File: src/rtl/id_regbank_hazard.sv
// Decode-stage 2**AW x DW register bank with write-through reads and load-use stall/bubble control.
// Optional macro ID_STALL_CNT_EN enables the saturating stall-cycle counter on stall_count.
module id_regbank_hazard #(
    parameter int DW       = 32,
    parameter int AW       = 4,
    parameter int LOAD_LAT = 1
) (
    input  logic          CLK,
    input  logic          RESET,
    input  logic          id_valid,
    input  logic [AW-1:0] id_RA,
    input  logic [AW-1:0] id_RB,
    input  logic          id_use_RA,
    input  logic          id_use_RB,
    input  logic [AW-1:0] ex_WC,
    input  logic          ex_W_RB,
    input  logic          ex_is_load,
    input  logic          flush,
    input  logic [AW-1:0] wb_WC,
    input  logic          wb_W_RB,
    input  logic [DW-1:0] wb_data,
    output logic [DW-1:0] out_PRA,
    output logic [DW-1:0] out_PRB,
    output logic          stall,
    output logic          bubble,
    output logic [15:0]   stall_count
);

    localparam int DEPTH = 1 << AW;
    localparam logic [2:0] LAT_M1 = 3'(LOAD_LAT - 1);

    typedef enum logic [0:0] {IDLE = 1'b0, STALL = 1'b1} state_t;

    logic [DW-1:0] r_bank [DEPTH];
    state_t        r_state;
    state_t        w_state_nxt;
    logic [2:0]    r_rem;
    logic [2:0]    w_rem_nxt;
    logic          w_hazard;
    logic          w_stall;
    logic          w_bubble;

    // Register bank storage; writeback is never blocked by a stall.
    always_ff @(posedge CLK or posedge RESET) begin
        if (RESET) begin
            for (int i = 0; i < DEPTH; i++) begin
                r_bank[i] <= '0;
            end
        end else if (wb_W_RB) begin
            r_bank[wb_WC] <= wb_data;
        end
    end

    // Operand reads with same-cycle bypass of the writeback value.
    always_comb begin
        out_PRA = '0;
        out_PRB = '0;
        if (RESET) begin
            out_PRA = '0;
            out_PRB = '0;
        end else begin
            out_PRA = (wb_W_RB && (wb_WC == id_RA)) ? wb_data : r_bank[id_RA];
            out_PRB = (wb_W_RB && (wb_WC == id_RB)) ? wb_data : r_bank[id_RB];
        end
    end

    assign w_hazard = id_valid & ex_is_load & ex_W_RB &
                      ((id_use_RA & (id_RA == ex_WC)) | (id_use_RB & (id_RB == ex_WC)));

    // Stall FSM state and remaining-cycle register.
    always_ff @(posedge CLK or posedge RESET) begin
        if (RESET) begin
            r_state <= IDLE;
            r_rem   <= 3'd0;
        end else begin
            r_state <= w_state_nxt;
            r_rem   <= w_rem_nxt;
        end
    end

    // Next-state and Mealy stall/bubble decode; flush always overrides a stall.
    always_comb begin
        w_state_nxt = r_state;
        w_rem_nxt   = r_rem;
        w_stall     = 1'b0;
        w_bubble    = 1'b0;
        case (r_state)
            IDLE: begin
                if (flush) begin
                    w_bubble = 1'b1;
                end else if (w_hazard) begin
                    w_stall  = 1'b1;
                    w_bubble = 1'b1;
                    if (LOAD_LAT > 1) begin
                        w_state_nxt = STALL;
                        w_rem_nxt   = LAT_M1;
                    end else begin
                        w_state_nxt = IDLE;
                    end
                end else begin
                    w_stall  = 1'b0;
                    w_bubble = 1'b0;
                end
            end
            STALL: begin
                w_bubble = 1'b1;
                if (flush) begin
                    w_state_nxt = IDLE;
                    w_rem_nxt   = 3'd0;
                end else begin
                    w_stall = 1'b1;
                    if (r_rem <= 3'd1) begin
                        w_state_nxt = IDLE;
                        w_rem_nxt   = 3'd0;
                    end else begin
                        w_rem_nxt = r_rem - 3'd1;
                    end
                end
            end
            default: begin
                w_state_nxt = IDLE;
                w_rem_nxt   = 3'd0;
            end
        endcase
    end

    assign stall  = w_stall & ~RESET;
    assign bubble = w_bubble | RESET;

`ifdef ID_STALL_CNT_EN
    logic [15:0] r_stall_count;

    // Saturating count of stalled cycles, cleared only by reset.
    always_ff @(posedge CLK or posedge RESET) begin
        if (RESET) begin
            r_stall_count <= 16'h0000;
        end else if (stall && (r_stall_count != 16'hFFFF)) begin
            r_stall_count <= r_stall_count + 16'h0001;
        end
    end

    assign stall_count = r_stall_count;
`else
    assign stall_count = 16'h0000;
`endif

endmodule

File: config.mk
export PLATFORM = sky130hd
export DESIGN_NAME = id_regbank_hazard
export DESIGN_NICKNAME = d
export VERILOG_FILES = /design/src/rtl/id_regbank_hazard.sv
export SDC_FILE = /design/constraint.sdc
export NUM_CORES = 1
export LEC_CHECK = 0
export ABC_AREA = 1
export ABC_CLOCK_PERIOD_IN_PS = 23700
export BUFFER_PORTS_ARGS = -buffer_cell sky130_fd_sc_hd__clkbuf_2
export CORE_MARGIN = 5
export CORE_UTILIZATION = 50
export CTS_BUF_LIST = sky130_fd_sc_hd__clkbuf_2
export CTS_CLUSTER_DIAMETER = 30
export DETAILED_ROUTE_END_ITERATION = 8
export PLACE_DENSITY = 0.7
export SYNTH_ARGS = -nofsm -noshare
export SYNTH_HDL_FRONTEND = slang
export SYNTH_SLANG_ARGS = --single-unit
File: constraint.sdc
create_clock -name CLK -period 23.7 [get_ports CLK]
set_input_delay 5.925 -clock CLK [delete_from_list [all_inputs] [get_ports CLK]]
set_output_delay 5.925 -clock CLK [all_outputs]
set_load 0.05 [all_outputs]
==> flow_summary_export.csv <==
group,metric,value,unit
status,status,"finished, final reports clean",
flow_run,maxCapViolCount,0,
global_routing,grt.total_usage,0.3158,
pwr,powerDensity,75.91,nW/um2
finish,fin_cells,5696,
timing,clock_skew,18.56,ps
timing,setup_viol,0,
floorplan,initial_core_util,0.5064,
pwr,p_int,0.001548,W
clocking,clock_sinks,516,
logic_synthesis,ys_async_sr_fraction,1.000,
pwr,power.switching,0.0009634,W
logic_synthesis,synth_area_per_cell,6.519,um2
worst_setup_path,cp_max_fo,97,
logic_synthesis,postSynthCellCount,4811,
finish,nets,4811,
placed_design,port_buffers,122,
logic_synthesis,synth_cell_type_count,27,
drt,first_iter_violations,3939,
clocking,hold_buffers,0,
logic_synthesis,yosysSeqAreaShare,0.4117,
global_routing,grt_pass1_wl,168300,um
clocking,cts_tree,"built",
pwr,vdd_drop_max,47.47,uV
timing,min_period,15440,ps
placed_design,dp.cells,5441,
timing,rsz0062_at_grt,"no",
worst_setup_path,cp_num_buf_inv,5,
drt,vias,31830,
finish,drive_above_1_share,0.08750,
logic_synthesis,ys.flop_type,"dfrtp_1",
worst_setup_path,crit_slowest_cell,"buf_4",
clocking,cts_htree_levels,4,
clocking,cts_resized,0,
worst_setup_path,crit_family,"buffers and inverters",
global_routing,grt_max_degree,189,
logic_synthesis,ys_ff_latch,516,
timing,fin_tns_setup,0,ps
pwr,p_leak,17.97,nW
timing,slew_headroom,0.1678,
worst_setup_path,critPathMostFrequentCell,"nand3_1",
worst_setup_path,arrival,9520,ps
pwr,comb_power_share,0.279,
clocking,clk_pin_slew_worst_paths,100,ps
clocking,clockBufferDepth,3,
worst_hold_path,hp-class,"reg2reg",
timing,tightest_slew,1246,ps
pwr,p_sw_frac,0.3836,
finish,syn2layout_area_growth,5.481,%
global_routing,grt_overflow,0,
floorplan,die_x,260.5,um
logic_synthesis,yosys.area.top_type,"dfrtp_1",
clocking,cts_root_buffer,"clkbuf_2",
placed_design,placed_cell_area,31790,um2
finish,layout_common_cells,"1618 x nand2_1, 963 x nand3_1, 618 x inv_1",
timing,hold_viol_final,0,
drt,via_per_inst,5.588,
worst_setup_path,critical_path_required,17780,ps
drt,drtAntennaViolNets,0,
finish,postLayoutCellArea,33080,um2
floorplan,die_h,260.5,um
placed_design,dpl.hpwl,56250,um
logic_synthesis,ys_warn_count,0,
placed_design,gp_congestion,0.8165,
worst_setup_path,worst_path_largest_cell_delay,940,ps
logic_synthesis,yosys-top-cells-area,"dfrtp_1 41%, nand2_1 19%, nand3_1 15%",
clocking,insertion_delay,1320,ps
logic_synthesis,syn_area,31360,um2
logic_synthesis,synth_edf_count,0,
floorplan,ios,139,
timing,timing.final.crit_share,0.6517,
worst_setup_path,worstSetupPathType,"in2out",
placed_design,dp_slack,8444,ps
floorplan,die-area,67840,um2
logic_synthesis,synth_top_area_share,0.4117,
global_routing,grt_pass1_vias,29350,
finish,fillCellCount,6354,
drt,wire_per_inst,19.09,um
worst_setup_path,critPathCaptureType,"output pin",
floorplan,placementRows,91,
finish,layout_commonest_cell,"nand2_1",
worst_setup_path,start_kind,"primary input",
worst_setup_path,cp_cell_sequence,"buf_8 > buf_4 > buf_4 > nand2_1 > nand3_1 > nand3_1 > nand3_1 > nand3_1 > nand2_1 > inv_1 > clkbuf_2",
drt,drc,0,
drt,routed_wl,108700,um
pwr,power.share.clock,0.264,
timing,max_clock_freq,64.75,MHz
clocking,numCtsBuffers,146,
timing,finalMaxSlewViolations,0,
floorplan,core_area,61940,um2
pwr,seqPwrFrac,0.457,
global_routing,antenna_found_initial,1,
drt,drtPass1Iterations,6,
timing,fin_ws,8256,ps
clocking,post-cts-setup-buffer-count,0,
-- area by class of cell --
class                      count  area [um2]  share of cell area
timing repair buffer         157       935.9             0.02829
clock buffer                 219        1096             0.03313
clock inverter                34       188.9            0.005711
sequential                   516       12910              0.3903
tap                          837        1047             0.03166
inverter                     631        2404             0.07265
antenna                        2       5.005           0.0001513
multi-input combinational   3300       14490              0.4381
-- power groups by stage --
stage          sequential, W  clock [W]  combinational [W]
2_1_floorplan        0.00115          0           0.000541
3_3_place_gp         0.00116          0           0.000676
3_5_place_dp         0.00116          0           0.000691
4_1_cts              0.00115   0.000676           0.000693
5_1_grt              0.00117   0.000719           0.000801
6_report             0.00115   0.000662           0.000701
-- registers in the layout, summed over array words and instances (netlist names) --
name	flops
r_state	1
r_bank	512
r_rem	3
-- per-stage QoR --
| step | total power [W] | hold WS [ps] | utilization |
|---|---|---|---|
| 3_5_place_dp | 0.001852 | 471.0 | 0.5133 |
| 5_1_grt | 0.002687 | 507.4 | 0.5341 |
| 6_report | 0.002511 | 487.5 | 0.5341 |
| 2_1_floorplan | 0.001688 | 447.2 | - |
| 4_1_cts | 0.002515 | 479.3 | 0.5340 |
| 3_3_place_gp | 0.001834 | 465.1 | 0.5133 |
-- worst paths after layout --
| check | startpoint | endpoint | cells past startpoint | slack [ps] |
|---|---|---|---|---|
| min | r_state | r_rem[1] | 1 | 490 |
| min in group asynchronous | RESET | r_bank[26] | 3 | 5350 |
| max reg2reg | r_rem[1] | r_rem[2] | 7 | 22340 |
| max | id_RA[0] | out_PRA[26] | 11 | 8260 |
| max in group asynchronous | RESET | r_bank[351] | 5 | 15950 |
| min reg2reg | r_state | r_rem[1] | 1 | 490 |
-- per-layer routing --
metal	share of wire	vias up	global-route usage
met1	0.42	14780	0.4353
li1	-	14990	-
met4	0.036	0	0.1218
met3	0.11	303	0.07421
met2	0.44	1763	0.4863
met5	0	-	0
-- cells by family (layout without fill, tap and decap cells) --
family / Yosys count / count (layout) / share of synthesized area
and+or+nand+nor: 2750 / 2750 / 0.3720
buffers and inverters: 1010 / 1041 / 0.1297
AOI/OAI and AO/OA: 527 / 527 / 0.08421
DFF: 516 / 516 / 0.4117
xor gates and xnor gates: 5 / 5 / 0.001397
adders and majority gates: 2 / 2 / 0.0007977
other: 1 / 18 / 0.0001196
-- cells in the mapped netlist (4+ instances only) --
cell / number
nor3_4: 4
nand3_2: 9
dfrtp_1: 516
nor2_2: 4
clkbuf_1: 160
o21ai_1: 36
buf_4: 24
buf_1: 45
buf_2: 149
nand3_1: 963
o21ai_0: 488
nand2_1: 1620
nor2_1: 144
inv_1: 625
inv_2: 6
No activity file was read; power rests on OpenSTA's default activity.
